[config.mk]
export PLATFORM = sky130hd
export DESIGN_NAME = fos_inverse_seq_flat
export DESIGN_NICKNAME = d
export VERILOG_FILES = /design/src/rtl/fos_inverse_seq_pkg.sv /design/src/rtl/fos_inverse_seq_if.sv /design/src/rtl/fos_inverse_seq_rad4_seq_mult.sv /design/src/rtl/fos_inverse_seq.sv /design/src/flat_wrapper.sv
export SDC_FILE = /design/constraint.sdc
export NUM_CORES = 1
export LEC_CHECK = 0
export ABC_AREA = 1
export BUFFER_PORTS_ARGS = -buffer_cell sky130_fd_sc_hd__buf_4
export CAP_MARGIN = 20
export CORE_MARGIN = 2
export CORE_UTILIZATION = 35
export DETAILED_ROUTE_END_ITERATION = 12
export PLACE_DENSITY_LB_ADDON = 0.1
export SLEW_MARGIN = 10
export SYNTH_ARGS = -nofsm -noshare
export SYNTH_HDL_FRONTEND = slang
export SYNTH_SLANG_ARGS = --single-unit
export TNS_END_PERCENT = 50
[constraint.sdc]
create_clock -name clk -period 6.1 [get_ports clk]
set_input_delay 1.22 -clock clk [delete_from_list [all_inputs] [get_ports clk]]
set_output_delay 1.22 -clock clk [all_outputs]
set_load 0.02 [all_outputs]
[src/rtl/fos_inverse_seq_pkg.sv]
// Shared filter package: FSM states, multiplier iteration count, default
// fixed-point format and the radix-4 Booth partial-product helper.
package fos_inverse_seq_pkg;

   localparam int FRAC_DEFAULT = 16;  // Q16.16 data and coefficients
   localparam int MUL_ITER     = 16;  // radix-4 digits in a 32-bit operand

   typedef enum logic [2:0] {
      IDLE,
      MUL_A,
      MUL_B,
      SUM,
      OUT
   } state_t;

   // One Booth digit applied to the (already weighted) multiplicand.
   // trip = {b[2j+1], b[2j], b[2j-1]} selects 0, +-1 or +-2 times mcand.
   function automatic logic [63:0] booth_pp(input logic [2:0] trip,
                                            input logic [63:0] mcand);
      logic [63:0] pp;
      case (trip)
         3'b001, 3'b010: pp = mcand;
         3'b011:         pp = mcand << 1;
         3'b100:         pp = -(mcand << 1);
         3'b101, 3'b110: pp = -mcand;
         default:        pp = '0;
      endcase
      return pp;
   endfunction

endpackage

[src/rtl/fos_inverse_seq_if.sv]
// Stream interface of the inverse section: y samples with their
// coefficients in, reconstructed u samples out, valid/ready on both sides.
interface fos_inverse_seq_if;

   logic        in_valid;
   logic        in_ready;
   logic [31:0] in_data;
   logic [31:0] a1;
   logic [31:0] b1;
   logic        out_valid;
   logic        out_ready;
   logic [31:0] out_data;

   // Producer of y samples and consumer of u samples.
   modport master (
      output in_valid, in_data, a1, b1, out_ready,
      input  in_ready, out_valid, out_data
   );

   // The filter block itself.
   modport slave (
      input  in_valid, in_data, a1, b1, out_ready,
      output in_ready, out_valid, out_data
   );

endinterface

[src/rtl/fos_inverse_seq_rad4_seq_mult.sv]
// Sequential 32x32 signed multiplier, radix-4 Booth, one partial product
// per cycle. Digit 0 is folded into the start cycle, so with start sampled
// at edge t the product is complete after edge t+15 and done pulses for the
// cycle that follows.
module rad4_seq_mult
   import fos_inverse_seq_pkg::*;
(
   input  logic        clk,
   input  logic        reset,
   input  logic        start,
   input  logic [31:0] a,
   input  logic [31:0] b,
   output logic        done,
   output logic [63:0] p
);

   logic [63:0] r_acc;
   logic [63:0] r_mcand;   // multiplicand pre-weighted by 4^j
   logic [32:0] r_bx;      // multiplier with b[-1] appended, shifted 2/cycle
   logic [4:0]  r_cnt;     // digits still to accumulate
   logic        r_busy;
   logic        r_done;

   logic [63:0] w_mcand0;
   logic [63:0] w_pp0;
   logic [63:0] w_pp;

   assign w_mcand0 = {{32{a[31]}}, a};
   assign w_pp0    = booth_pp({b[1:0], 1'b0}, w_mcand0);
   assign w_pp     = booth_pp(r_bx[2:0], r_mcand);

   // Load and first digit on start, then accumulate the remaining digits.
   always_ff @(posedge clk) begin
      // NOTE: non-blocking assignments so every register samples pre-edge values.
      if (reset) begin
         r_acc   <= '0;
         r_mcand <= '0;
         r_bx    <= '0;
         r_cnt   <= '0;
         r_busy  <= 1'b0;
         r_done  <= 1'b0;
      end else if (start) begin
         r_acc   <= w_pp0;
         r_mcand <= w_mcand0 << 2;
         r_bx    <= {b[31], b[31], b[31:1]};
         r_cnt   <= 5'(MUL_ITER - 1);
         r_busy  <= 1'b1;
         r_done  <= 1'b0;
      end else if (r_busy) begin
         r_acc   <= r_acc + w_pp;
         r_mcand <= r_mcand << 2;
         r_bx    <= {r_bx[32], r_bx[32], r_bx[32:2]};
         r_cnt   <= r_cnt - 5'd1;
         r_busy  <= (r_cnt != 5'd1);
         r_done  <= (r_cnt == 5'd1);
      end else begin
         r_done  <= 1'b0;
      end
   end

   assign done = r_done;
   assign p    = r_acc;

endmodule

[src/rtl/fos_inverse_seq.sv]
// Inverse first-order section: u[n] = y[n] + a1*y[n-1] - b1*u[n-1].
// Both products share one sequential multiplier; a1*y_prev is launched on
// the accepting edge, b1*u_prev one cycle after the first product lands.
module fos_inverse_seq
   import fos_inverse_seq_pkg::*;
#(
   parameter int FRAC = FRAC_DEFAULT
)
(
   input  logic            clk,
   input  logic            reset,
   fos_inverse_seq_if.slave bus
);

   state_t r_state;
   state_t w_next;

   logic [31:0] r_y;         // sample in flight
   logic [31:0] r_b1;        // b1 captured with the sample
   logic [31:0] r_y_prev;
   logic [31:0] r_u_prev;
   logic [31:0] r_pa;
   logic [31:0] r_pb;
   logic [31:0] r_out_data;
   logic        r_mul_b_go;  // launches the second product

   logic               w_accept;
   logic               w_mul_start;
   logic [31:0]        w_mul_a;
   logic [31:0]        w_mul_b;
   logic               w_mul_done;
   logic [63:0]        w_mul_p;
   logic signed [63:0] w_mul_ps;
   logic [31:0]        w_prod;
   logic [31:0]        w_sum;

   assign w_accept    = bus.in_valid && (r_state == IDLE);
   assign w_mul_start = w_accept || r_mul_b_go;
   // a1 is only needed at the accepting edge, so it feeds the multiplier directly.
   assign w_mul_a     = w_accept ? bus.a1   : r_b1;
   assign w_mul_b     = w_accept ? r_y_prev : r_u_prev;

   rad4_seq_mult u_mult (
      .clk   (clk),
      .reset (reset),
      .start (w_mul_start),
      .a     (w_mul_a),
      .b     (w_mul_b),
      .done  (w_mul_done),
      .p     (w_mul_p)
   );

   // Floor scaling back to the data format, keeping the low 32 bits.
   assign w_mul_ps = $signed(w_mul_p);
   assign w_prod   = 32'(w_mul_ps >>> FRAC);
   assign w_sum    = r_y + r_pa - r_pb;

   // State register.
   always_ff @(posedge clk) begin
      if (reset) r_state <= IDLE;
      else       r_state <= w_next;
   end

   // Next-state logic.
   always_comb begin
      // NOTE: default first so no path leaves w_next unassigned (no latch).
      w_next = r_state;
      case (r_state)
         IDLE:    if (bus.in_valid)  w_next = MUL_A;
         MUL_A:   if (w_mul_done)    w_next = MUL_B;
         MUL_B:   if (w_mul_done)    w_next = SUM;
         SUM:                        w_next = OUT;
         OUT:     if (bus.out_ready) w_next = IDLE;
         default:                    w_next = IDLE;
      endcase
   end

   // Handshake outputs decoded from the state.
   always_comb begin
      bus.in_ready  = (r_state == IDLE);
      bus.out_valid = (r_state == OUT);
   end

   // Sample capture, product latches and history update.
   always_ff @(posedge clk) begin
      if (reset) begin
         r_y        <= '0;
         r_b1       <= '0;
         r_y_prev   <= '0;
         r_u_prev   <= '0;
         r_pa       <= '0;
         r_pb       <= '0;
         r_out_data <= '0;
         r_mul_b_go <= 1'b0;
      end else begin
         r_mul_b_go <= (r_state == MUL_A) && w_mul_done;
         if (w_accept) begin
            r_y  <= bus.in_data;
            r_b1 <= bus.b1;
         end
         if ((r_state == MUL_A) && w_mul_done) r_pa <= w_prod;
         if ((r_state == MUL_B) && w_mul_done) r_pb <= w_prod;
         if (r_state == SUM) begin
            r_out_data <= w_sum;
            r_y_prev   <= r_y;
            r_u_prev   <= w_sum;
         end
      end
   end

   assign bus.out_data = r_out_data;

endmodule

[src/flat_wrapper.sv]
// flat-port wrapper written by rule: the top's interface ports become plain ports
module fos_inverse_seq_flat import fos_inverse_seq_pkg::*;
#(
   parameter int FRAC = FRAC_DEFAULT
)
  (clk, reset, bus_in_valid, bus_in_data, bus_a1, bus_b1, bus_out_ready, bus_in_ready, bus_out_valid, bus_out_data);
  fos_inverse_seq_if bus_i ();
  input  logic clk;
  input  logic reset;
  input wire logic [$bits(bus_i.in_valid)-1:0] bus_in_valid;
  input wire logic [$bits(bus_i.in_data)-1:0] bus_in_data;
  input wire logic [$bits(bus_i.a1)-1:0] bus_a1;
  input wire logic [$bits(bus_i.b1)-1:0] bus_b1;
  input wire logic [$bits(bus_i.out_ready)-1:0] bus_out_ready;
  output wire logic [$bits(bus_i.in_ready)-1:0] bus_in_ready;
  output wire logic [$bits(bus_i.out_valid)-1:0] bus_out_valid;
  output wire logic [$bits(bus_i.out_data)-1:0] bus_out_data;
  assign bus_i.in_valid = bus_in_valid;
  assign bus_i.in_data = bus_in_data;
  assign bus_i.a1 = bus_a1;
  assign bus_i.b1 = bus_b1;
  assign bus_i.out_ready = bus_out_ready;
  assign bus_in_ready = bus_i.in_ready;
  assign bus_out_valid = bus_i.out_valid;
  assign bus_out_data = bus_i.out_data;
  fos_inverse_seq #(.FRAC(FRAC)) u_core (.clk(clk), .reset(reset), .bus(bus_i));
endmodule
==> flow_metrics.py, run 1 <==
metrics = {
    "run_status": {
        "run_status": "finished clean",
    },
    "synthesis": {
        "synth_edf_count": 0,
        "synth.yosys.seq_area_share_pct": 29.2,
        "synth.net_count": 3686,
        "synth_cell_types": 52,
        "synth_top_cells_by_area": "dfxtp_1 29%, nand2_1 10%, o21ai_0 8.9%",
        "yosys_warning_total": 0,
        "netlist.top_cell.by_area": "dfxtp_1",
        "synth.cell_area_sq_um": 22400,
        "yosysMostFrequentCell": "nand2_1",
        "syn-mean-instance-area_sq_um": 6.45,
        "synth_top_flop_cell": "dfxtp_1",
        "post_synth_most_frequent_cells": "618 x nand2_1, 491 x inv_1, 399 x o21ai_0, 369 x a21oi_1, 359 x nor2_1",
        "yosys.area.top_type_share_pct": 29.2,
        "synthesis.instances": 3473,
        "synth-async-reset-ratio_pct": 0,
        "yosys_register_bits": 327,
    },
    "critical_path": {
        "worstPathCellList": "nor2_1, nand2_1, nor3_1, nand2_1, nor2_1, nand2_1, nor3_1, nor2_1, a221o_1, ha_1, inv_1, o21bai_1, a31oi_1, o21ai_0, a21oi_1, nand3_1, or2_2, nand3_1, nand3_1, nand2_1, inv_1",
        "maximum_fanout_count_along_the_critical_path": 6,
        "crit_buf_inv": 2,
        "setup.worst_path.end_class": "flip-flop",
        "crit-reg2reg-launch": "u_core.u_mult.r_mcand[10]",
        "crit_required_ns": 6.55,
        "worstSetupPathType": "reg -> reg",
        "worst_setup_path_start_kind": "flip-flop",
        "cp_slowest_cell": "a221o_1",
        "arrival_ns": 5.02,
        "critical_path.reg2reg.endpoint": "u_core.u_mult.p[42]",
        "critical-path-top-delay-family": "simple AND/OR/NAND/NOR gates",
        "rrSetupSlack_ns": 1.52,
        "worst_path_most_repeated_cell": "nand2_1",
        "critical_path_cell_count": 21,
        "r2r.worst_path.cells": 21,
        "start_point_of_the_critical_path": "u_core.u_mult.r_mcand[10]",
        "crit_end": "u_core.u_mult.p[42]",
        "max_stage_delay_ns": 0.40,
    },
    "power": {
        "power.static_leakage_nw": 11.1,
        "swShare_pct": 51.0,
        "share_comb_of_total_power_pct": 58.1,
        "powerDensity_nw_per_um2": 532,
        "internal_power_consumption_mw": 6.63,
        "share_seq_of_total_power_pct": 23.5,
        "design_power_total_mw": 13.5,
        "power.clock.fraction_pct": 18.4,
        "switch_pwr_mw": 6.91,
        "worst_ir_drop_vdd_mv": 0.369,
    },
    "timing": {
        "layout_min_cycle_time_ns": 4.58,
        "clock.fmax_ghz": 0.218,
        "timing.final.setup_violations": 0,
        "worst-slew-pin-transition_ns": 1.02,
        "drv_slew": 0,
        "worst_slew_margin_rel_pct": 31.9,
        "hold_violations": 0,
        "rsz0062_at_grt": "no",
        "finClkSkew_ns": 0.0591,
        "hold_ws_ns": 0.453,
        "setup_total_negative_slack_ns": 0,
        "post-route-period-util_pct": 75.0,
    },
    "clock_tree": {
        "clock_tree_from_tritoncts": "done",
        "clock_sink_count": 327,
        "clock_path_buffers": 3,
        "setup_repair_bufs_after_cts": 0,
        "cts_max_level": 2,
        "cts-root-buf": "clkbuf_16",
        "cts_resized": 0,
        "worstSkewPairLatency_ns": 0.60,
        "cts_made_buffers": 42,
        "cts.hold.buffers_added": 0,
        "worst_setup_hold_path_clk_slew_ns": 0.06,
    },
    "routing": {
        "firstDrtPassIters": 5,
        "routed-via-count": 23200,
        "drc_errors": 0,
        "routed_via_density": 5.28,
        "drt-initial-drc-count": 1652,
        "routed_wire_length_per_instance_microns": 18.4,
        "antenna_left": 0,
        "route.final.wire_length_microns": 80900,
    },
    "cells_and_area": {
        "areaGrowthSynthToFinish_pct": 13.7,
        "final_layout_size_suffix_gt1_share_pct": 8.65,
        "insertedDiodeCount": 0,
        "nets": 3730,
    },
    "hold_path": {
        "number_of_stages_on_the_worst_hold_path": 2,
        "hold_path.class": "reg -> reg",
    },
    "floorplanning": {
        "die_h_microns": 257,
        "die-area_sq_um": 66000,
        "boundaryPins": 134,
        "starting_density_of_the_core_pct": 35.4,
        "fp.coreArea_sq_um": 63200,
        "horizontal_extent_of_the_die_microns": 257,
        "core_rows": 92,
    },
    "global_routing": {
        "grt_first_pass_wirelength_microns": 126000,
        "grt_usage_pct": 23.9,
        "grt_max_degree": 147,
        "antenna_found_initial": 0,
        "grt_overflow_total": 0,
        "grt_pass1_vias": 22100,
    },
    "run": {
        "maxCapViolations": 0,
    },
    "placed_design": {
        "dpl.hpwl_microns": 61400,
        "placement.io_buffers": 133,
        "gp_congestion": 0.951,
    },
}
layout make-up:
class / count / area [sq um]
Clock buffer: 60 / 1210
Inverter: 500 / 1890
Clock inverter: 16 / 165
Multi-Input combinational cell: 2487 / 13300
Timing Repair Buffer: 159 / 1260
Tap cell: 846 / 1060
Sequential cell: 327 / 6550
Fill cell: 6968 / 37700
metrics by stage:
stage,worst slack [ns],util [%],std cells,cell area [sq um]
final,1.52,40.3,4395,25500
after global routing,1.05,40.3,4395,25500
after detailed placement,1.71,38.1,4319,24100
after floorplan,2.78,-,3473,22400
after CTS,1.67,40.3,4395,25500
after global placement,1.72,38.1,4318,24100
power groups by stage:
stage / Combinational [mW] / Clock [mW] / Sequential [mW]
6_report: 7.87 / 2.49 / 3.18
5_1_grt: 8.80 / 2.64 / 3.25
4_1_cts: 7.81 / 2.56 / 3.17
3_5_place_dp: 7.76 / 0 / 3.22
3_3_place_gp: 7.79 / 0 / 3.22
2_1_floorplan: 5.57 / 0 / 3.04
sequential cells by signal, summed over array words and instances (netlist names), 3 cells and up:
signal and count:
u_core.r_y_prev 32, u_core.r_pb 32, u_core.r_y 32, u_core.r_state 3
u_core.u_mult.r_mcand 46, u_core.r_b1 32, u_core.u_mult.r_cnt 5, u_core.r_u_prev 32
u_core.u_mult.p 46, u_core.u_mult.r_bx 32, u_core.r_pa 32
worst reg2reg max path: stages, from the launching register on:
cell and delay [ns]:
dfxtp_1 0.35, nor2_1 0.26, nand2_1 0.12, nor3_1 0.15
nand2_1 0.13, nor2_1 0.38, nand2_1 0.18, nor3_1 0.24
nor2_1 0.11, a221o_1 0.40, ha_1 0.39, inv_1 0.11
o21bai_1 0.13, a31oi_1 0.32, o21ai_0 0.20, a21oi_1 0.18
nand3_1 0.18, or2_2 0.32, nand3_1 0.07, nand3_1 0.08
nand2_1 0.09, inv_1 0.03
cell usage in the layout, fill, tap and decap left out, drive strengths merged, types with 17 or more instances in the layout:
cell and count:
o2111ai 17, xor2 62, a21oi 369, nand3 206, o22ai 26, dfxtp 327
nor3 24, a221oi 40, buf 159, nand4 60, clkbuf 60, fa 32
a31oi 25, nor2 371, ha 81, o21ai 406, nand2 654, inv 497
cell families (layout without fill, tap and decap cells):
group / after synthesis / in the layout / synth area share, %
simple gates: 1347 / 1347 / 25.6
compound gates: 949 / 949 / 23.4
buf+inv: 659 / 735 / 11.3
flops: 327 / 327 / 29.2
fa+ha+maj: 113 / 113 / 7.39
xor+xnor: 78 / 78 / 3.05
per-layer routing:
layer | up-vias | part of all wire [%] | global-route usage [%]
li1 | 11600 | - | -
met1 | 10900 | 47 | 32.5
met2 | 576 | 46 | 39.7
met3 | 125 | 4.9 | 2.54
met4 | 0 | 2.9 | 7.67
met5 | - | 0 | 0
how the worst min path moves through the flow:
stage / start / endpoint / slack (ns)
CTS: u_core.r_y_prev[0] / u_core.r_y_prev[0] / 0.45
finish: u_core.r_y_prev[9] / u_core.r_y_prev[9] / 0.45
global route: u_core.r_y_prev[12] / u_core.r_y_prev[12] / 0.46
detailed placement: u_core.r_y_prev[0] / u_core.r_y_prev[0] / 0.44
global placement: u_core.r_y_prev[0] / u_core.r_y_prev[0] / 0.44
floorplan: u_core.r_y_prev[22] / u_core.r_y_prev[22] / 0.42
No activity file was read; power rests on OpenSTA's default activity.
==> run 2: changes to the inputs <==
- clock period: 6.1 -> 3.7 ns (I/O delays scaled with it)
==> run 2 against run 1 <==
  * Worst hold slack worse by 0.050 ns
  * Via count is 3.7% higher
  * Design area is 15% higher
  * Cell count is 7.1% higher
  * Global-route usage is 0.75 points higher
  * Critical path type unchanged
  * Largest power group unchanged
  * Highest routed layer unchanged
==> flow_metrics.py, run 2 (same netlist as run 1, synthesis figures left out) <==
metrics = {
    "placed_design": {
        "dpl.hpwl_microns": 64500,
        "dp_cells": 4610,
        "pre_cts_slack_ns": -0.246,
        "placement.io_buffers": 133,
        "gp_congestion": 0.979,
        "cell_area_reported_after_detailed_placement_sq_um": 26300,
    },
    "power": {
        "design_power_total_mw": 26.5,
        "power.static_leakage_nw": 12.9,
        "switch_pwr_mw": 12.7,
        "swShare_pct": 47.9,
        "power.clock.fraction_pct": 16.7,
        "worst_ir_drop_vdd_mv": 0.539,
        "powerDensity_nw_per_um2": 902,
        "share_seq_of_total_power_pct": 19.9,
        "internal_power_consumption_mw": 13.8,
        "share_comb_of_total_power_pct": 63.4,
    },
    "critical_path": {
        "crit_required_ns": 4.18,
        "arrival_ns": 4.10,
        "worstSetupPathType": "reg -> reg",
        "worst_setup_path_start_kind": "flip-flop",
        "rrSetupSlack_ns": 0.08,
        "maximum_fanout_count_along_the_critical_path": 4,
        "setup.worst_path.end_class": "flip-flop",
    },
    "routing": {
        "drc_errors": 0,
        "firstDrtPassIters": 7,
        "antenna_left": 0,
        "routed_via_density": 5.11,
        "routed_wire_length_per_instance_microns": 17.8,
        "routed-via-count": 24100,
        "drt-initial-drc-count": 1702,
        "route.final.wire_length_microns": 83600,
    },
    "cells_and_area": {
        "commonest_cells_after_routing_fill_and_taps_aside": "577 x nand2_1, 474 x inv_1, 453 x buf_4",
        "finish.instance_area_sq_um": 29400,
        "final-instance-count-excl-fill": 4705,
        "final_layout_size_suffix_gt1_share_pct": 23.2,
        "seq_area_sq_um": 6560,
        "fillers": 6726,
        "multi_input_comb_area_sq_um": 14700,
        "nets": 4041,
        "final_common_cell": "nand2_1",
        "areaGrowthSynthToFinish_pct": 31.1,
    },
    "run": {
        "maxCapViolations": 0,
    },
    "floorplanning": {
        "starting_density_of_the_core_pct": 35.4,
        "die_h_microns": 257,
        "die-area_sq_um": 66000,
        "boundaryPins": 134,
        "fp.coreArea_sq_um": 63200,
        "core_rows": 92,
        "horizontal_extent_of_the_die_microns": 257,
    },
    "clock_tree": {
        "cts-root-buf": "clkbuf_16",
        "clock_path_buffers": 3,
        "clock_sink_count": 327,
        "cts.hold.buffers_added": 0,
        "cts_max_level": 2,
        "cts_made_buffers": 41,
        "worstSkewPairLatency_ns": 0.59,
        "clock_tree_from_tritoncts": "done",
        "worst_setup_hold_path_clk_slew_ns": 0.06,
    },
    "timing": {
        "timing.final.setup_violations": 0,
        "drv_slew": 0,
        "setup_total_negative_slack_ns": 0,
        "layout_min_cycle_time_ns": 3.62,
        "worst-slew-pin-transition_ns": 1.03,
        "finalWorstSetupSlack_ns": 0.0773,
        "worst_slew_margin_rel_pct": 31.5,
        "clock.fmax_ghz": 0.276,
        "hold_violations": 0,
        "finClkSkew_ns": 0.0335,
        "post-route-period-util_pct": 97.9,
        "rsz0062_at_grt": "yes",
    },
    "global_routing": {
        "grt_pass1_vias": 23100,
        "grt_max_degree": 112,
        "grt_overflow_total": 0,
        "antenna_found_initial": 3,
        "grt_first_pass_wirelength_microns": 129000,
        "grt_usage_pct": 24.7,
    },
    "hold_path": {
        "hold_path.class": "in -> reg",
    },
    "run_status": {
        "run_status": "finished clean",
    },
}
run 2: cell types whose count changed in the layout (fill, tap and decap cells not counted), sizes merged:
| cell | previous run | this run |
|---|---|---|
| buf | 159 | 471 |
| clkinv | 16 | 11 |
| bufinv | 2 | 6 |
| clkbuf | 60 | 58 |
| diode | 0 | 1 |
run 2: area by class of cell:
class	instances	share of cell area, %
diodes	1	0.00852
clock buffers	58	4.20
clock inverters	15	0.873
inverters	500	6.44
multi-input cells	2487	50.0
flip-flops and latches	327	22.3
well taps	846	3.60
repair buffers	471	12.5
run 2: final timing paths:
| check | cells past startpoint | end | startpoint |
|---|---|---|---|
| worst max-delay path | 24 | u_core.u_mult.p[42] | u_core.u_mult.r_mcand[12] |
| worst min register to register | 2 | u_core.r_y_prev[21] | u_core.r_y_prev[21] |
| worst max register to register | 24 | u_core.u_mult.p[42] | u_core.u_mult.r_mcand[12] |
| worst min-delay path | 3 | u_core.r_b1[31] | bus_b1[31] |
run 2: what timing repair did:
action	4_1_cts	5_1_grt
gates resized for setup	65	313
setup buffers	4	17
endpoints found under the setup margin	26	37
pin swaps	12	98
run 2: critical path, cell delays in order, from the launching register on:
cell and delay [ns]:
dfxtp_4 0.36, nor2_4 0.12, nand2_2 0.07, nor3_2 0.19
nand2_2 0.08, nor2_2 0.11, buf_6 0.13, buf_6 0.10
nand3_4 0.07, buf_6 0.15, xor2_4 0.15, a221oi_2 0.23
o21ai_1 0.15, ha_4 0.27, buf_6 0.12, a21oi_4 0.15
o21ai_2 0.11, o21bai_1 0.17, a21oi_1 0.15, nand3_2 0.11
or2_4 0.26, nand3_2 0.06, nand3_2 0.06, nand2_1 0.07
inv_1 0.03
run 2: power by group through the flow:
| stage | combinational [mW] | clock [mW] | sequential [mW] |
|---|---|---|---|
| 3_5_place_dp | 15.1 | 0 | 5.22 |
| 4_1_cts | 15.4 | 4.54 | 5.17 |
| 3_3_place_gp | 15.1 | 0 | 5.22 |
| 6_report | 16.8 | 4.42 | 5.27 |
| 5_1_grt | 18.6 | 4.67 | 5.37 |
| 2_1_floorplan | 9.18 | 0 | 5.02 |
run 2: metrics by stage:
stage | utilization [%] | hold WS [ns]
floorplan | - | 0.425
global placement | 41.7 | 0.440
detailed placement | 41.7 | 0.445
CTS | 44.4 | 0.373
global route | 46.5 | 0.398
finish | 46.5 | 0.403
run 2: per-layer routing:
metal  share of wire [%]  global-route usage (%)
met4                 2.7                    7.45
met5                   0                       0
met2                  46                    40.4
met1                  46                    33.2
met3                 5.3                    4.08
==> run 3: changes to the inputs <==
- MAX_ROUTING_LAYER: default -> met4
- PLACE_DENSITY: default -> 0.57
- PLACE_DENSITY_LB_ADDON: 0.1 -> default
==> run 3 against run 2 <==
  * Global-route usage is 0.16 points higher
  * Non-clock buffer count fell by 9
  * Largest cell class unchanged
  * Worst setup slack worse by 0.030 ns
  * Die area stayed put
  * Worst hold slack improved by 0.0074 ns
  * Utilization shrank 0.22 points
  * Sequential power barely moved
  * Via count up 0.83%
  * Design area down 0.48%
  * Combinational power barely moved
==> flow_metrics.py, run 3 (same netlist as run 1, synthesis figures left out) <==
metrics = {
    "floorplanning": {
        "boundaryPins": 134,
        "die-area_sq_um": 66000,
        "fp.coreArea_sq_um": 63200,
        "horizontal_extent_of_the_die_microns": 257,
        "core_rows": 92,
        "starting_density_of_the_core_pct": 35.4,
        "die_h_microns": 257,
    },
    "global_routing": {
        "grt_use_met2_pct": 40.1,
        "grt_max_degree": 90,
        "grt-busiest-layer": "met2",
        "antenna_found_initial": 0,
        "grt_usage_pct": 24.8,
        "grt_first_pass_wirelength_microns": 127000,
        "global_routing_usage_on_met1_pct": 32.4,
        "grt.met3_usage_pct": 3.26,
        "grt_pass1_vias": 22900,
        "grt_overflow_total": 0,
    },
    "critical_path": {
        "max_stage_delay_ns": 0.42,
        "setup.worst_path.end_class": "flip-flop",
        "crit_buf_inv": 5,
        "maximum_fanout_count_along_the_critical_path": 4,
        "start_point_of_the_critical_path": "u_core.u_mult.r_mcand[6]",
        "crit_end": "u_core.u_mult.p[20]",
        "rrSetupSlack_ns": 0.05,
        "cp_slowest_cell": "a221o_1",
        "r2r.worst_path.cells": 21,
        "critical_path_cell_count": 21,
        "arrival_ns": 4.16,
        "worstSetupPathType": "reg -> reg",
        "critical-path-top-delay-family": "simple AND/OR/NAND/NOR gates",
        "worstPathCellList": "nor2_4, nand2_1, nor2_2, nand2_2, inv_1, buf_4, nand2_1, xor2_1, inv_1, a221o_1, ha_4, nand2_1, nor2_4, inv_1, nor2_2, a21oi_1, buf_4, or2_2, a31oi_2, a21oi_1, nor2_1",
        "worst_setup_path_start_kind": "flip-flop",
        "crit-reg2reg-launch": "u_core.u_mult.r_mcand[6]",
        "critical_path.reg2reg.endpoint": "u_core.u_mult.p[20]",
        "crit_required_ns": 4.21,
    },
    "clock_tree": {
        "cts-root-buf": "clkbuf_16",
        "cts.hold.buffers_added": 0,
        "worstSkewPairLatency_ns": 0.59,
        "clock_path_buffers": 3,
        "clock_tree_from_tritoncts": "done",
        "worst_setup_hold_path_clk_slew_ns": 0.06,
        "cts_made_buffers": 41,
        "cts_max_level": 2,
        "clock_sink_count": 327,
    },
    "run_status": {
        "run_status": "finished clean",
    },
    "timing": {
        "layout_min_cycle_time_ns": 3.65,
        "worst-slew-pin-transition_ns": 0.972,
        "worst_slew_margin_rel_pct": 35.2,
        "hold_violations": 0,
        "post-route-period-util_pct": 98.7,
        "timing.final.setup_violations": 0,
        "drv_slew": 0,
        "clock.fmax_ghz": 0.274,
        "rsz0062_at_grt": "yes",
        "setup_total_negative_slack_ns": 0,
        "finClkSkew_ns": 0.0260,
    },
    "power": {
        "worst_ir_drop_vdd_mv": 0.364,
        "powerDensity_nw_per_um2": 902,
        "power.static_leakage_nw": 12.8,
        "design_power_total_mw": 26.4,
    },
    "cells_and_area": {
        "multi_input_comb_area_sq_um": 14600,
        "commonest_cells_after_routing_fill_and_taps_aside": "580 x nand2_1, 470 x inv_1, 448 x buf_4",
        "finish.instance_area_sq_um": 29200,
        "fillers": 6558,
        "seq_area_sq_um": 6560,
        "final_layout_size_suffix_gt1_share_pct": 22.7,
        "areaGrowthSynthToFinish_pct": 30.5,
        "final_common_cell": "nand2_1",
        "nets": 4032,
        "final-instance-count-excl-fill": 4695,
    },
    "routing": {
        "firstDrtPassIters": 7,
        "antenna_left": 0,
        "drc_errors": 0,
        "routed-via-count": 24300,
        "routed_via_density": 5.17,
        "drt-initial-drc-count": 1899,
        "route.final.wire_length_microns": 82300,
        "routed_wire_length_per_instance_microns": 17.5,
    },
    "placed_design": {
        "dp_cells": 4607,
        "placement.io_buffers": 133,
        "dpl.hpwl_microns": 63300,
        "gp_congestion": 0.954,
        "cell_area_reported_after_detailed_placement_sq_um": 26300,
    },
    "run": {
        "maxCapViolations": 0,
    },
    "hold_path": {
        "number_of_stages_on_the_worst_hold_path": 3,
        "hold_path.class": "in -> reg",
    },
}
run 3: cell types whose count changed in the layout (fill, tap and decap cells not counted), moves of 4 or more:
cell,previous run,this run
nor2_2,78,63
nor2_4,21,29
nor2_1,272,279
clkbuf_8,10,4
buf_4,453,448
nand2_2,72,67
inv_1,474,470
o2111ai_2,7,11
o2111ai_4,4,0
run 3: per-stage QoR:
step                      util, %  hold slack (ns)  setup slack, ns
final                        46.2            0.411           0.0469
after floorplan                 -            0.425            0.382
after detailed placement     41.6            0.441           -0.325
after global routing         46.2            0.404           -0.189
after global placement       41.6            0.435           -0.332
after CTS                    44.3            0.389          -0.0462
run 3: how the worst min path moves through the flow:
| stage | from | end | slack, ns |
|---|---|---|---|
| 2_1_floorplan | u_core.r_y_prev[22] | u_core.r_y_prev[22] | 0.42 |
| 3_3_place_gp | u_core.r_y_prev[22] | u_core.r_y_prev[22] | 0.43 |
| 3_5_place_dp | u_core.r_y_prev[22] | u_core.r_y_prev[22] | 0.44 |
| 4_1_cts | bus_b1[18] | u_core.r_b1[18] | 0.39 |
| 5_1_grt | bus_b1[17] | u_core.r_b1[17] | 0.40 |
| 6_report | bus_b1[11] | u_core.r_b1[11] | 0.41 |
run 3: layout make-up:
type	count	share of cell area (%)
sequential	327	22.5
timing repair buffer	462	12.3
tap	846	3.62
antenna	1	0.00856
inverter	500	6.47
clock buffer	51	3.85
clock inverter	21	1.29
multi-input combinational	2487	50.0
run 3: layer usage:
metal	vias to the layer above	wire, microns
li1	12200	-
met1	11300	37400
met2	639	37500
met3	132	4690
met4	0	2790
met5	-	0
run 3: report_power, final:
group	leakage [nW]	total (mW)	internal, mW	switching, mW
Sequential	2.68	5.24	4.43	0.809
Combinational	9.42	16.6	6.53	10.1
Clock	0.724	4.49	2.80	1.70
Total	12.8	26.4	13.8	12.6
run 3: repair_timing:
item	in CTS	in global routing
gates resized for setup	58	311
pin swaps	11	97
cloned	0	0
setup buffers	3	12
endpoints found under the setup margin	28	38
run 3: tightest hold or removal path, cell delays in order:
cell and delay (ns):
buf_4 0.07, nand2_1 0.04, a21oi_1 0.10
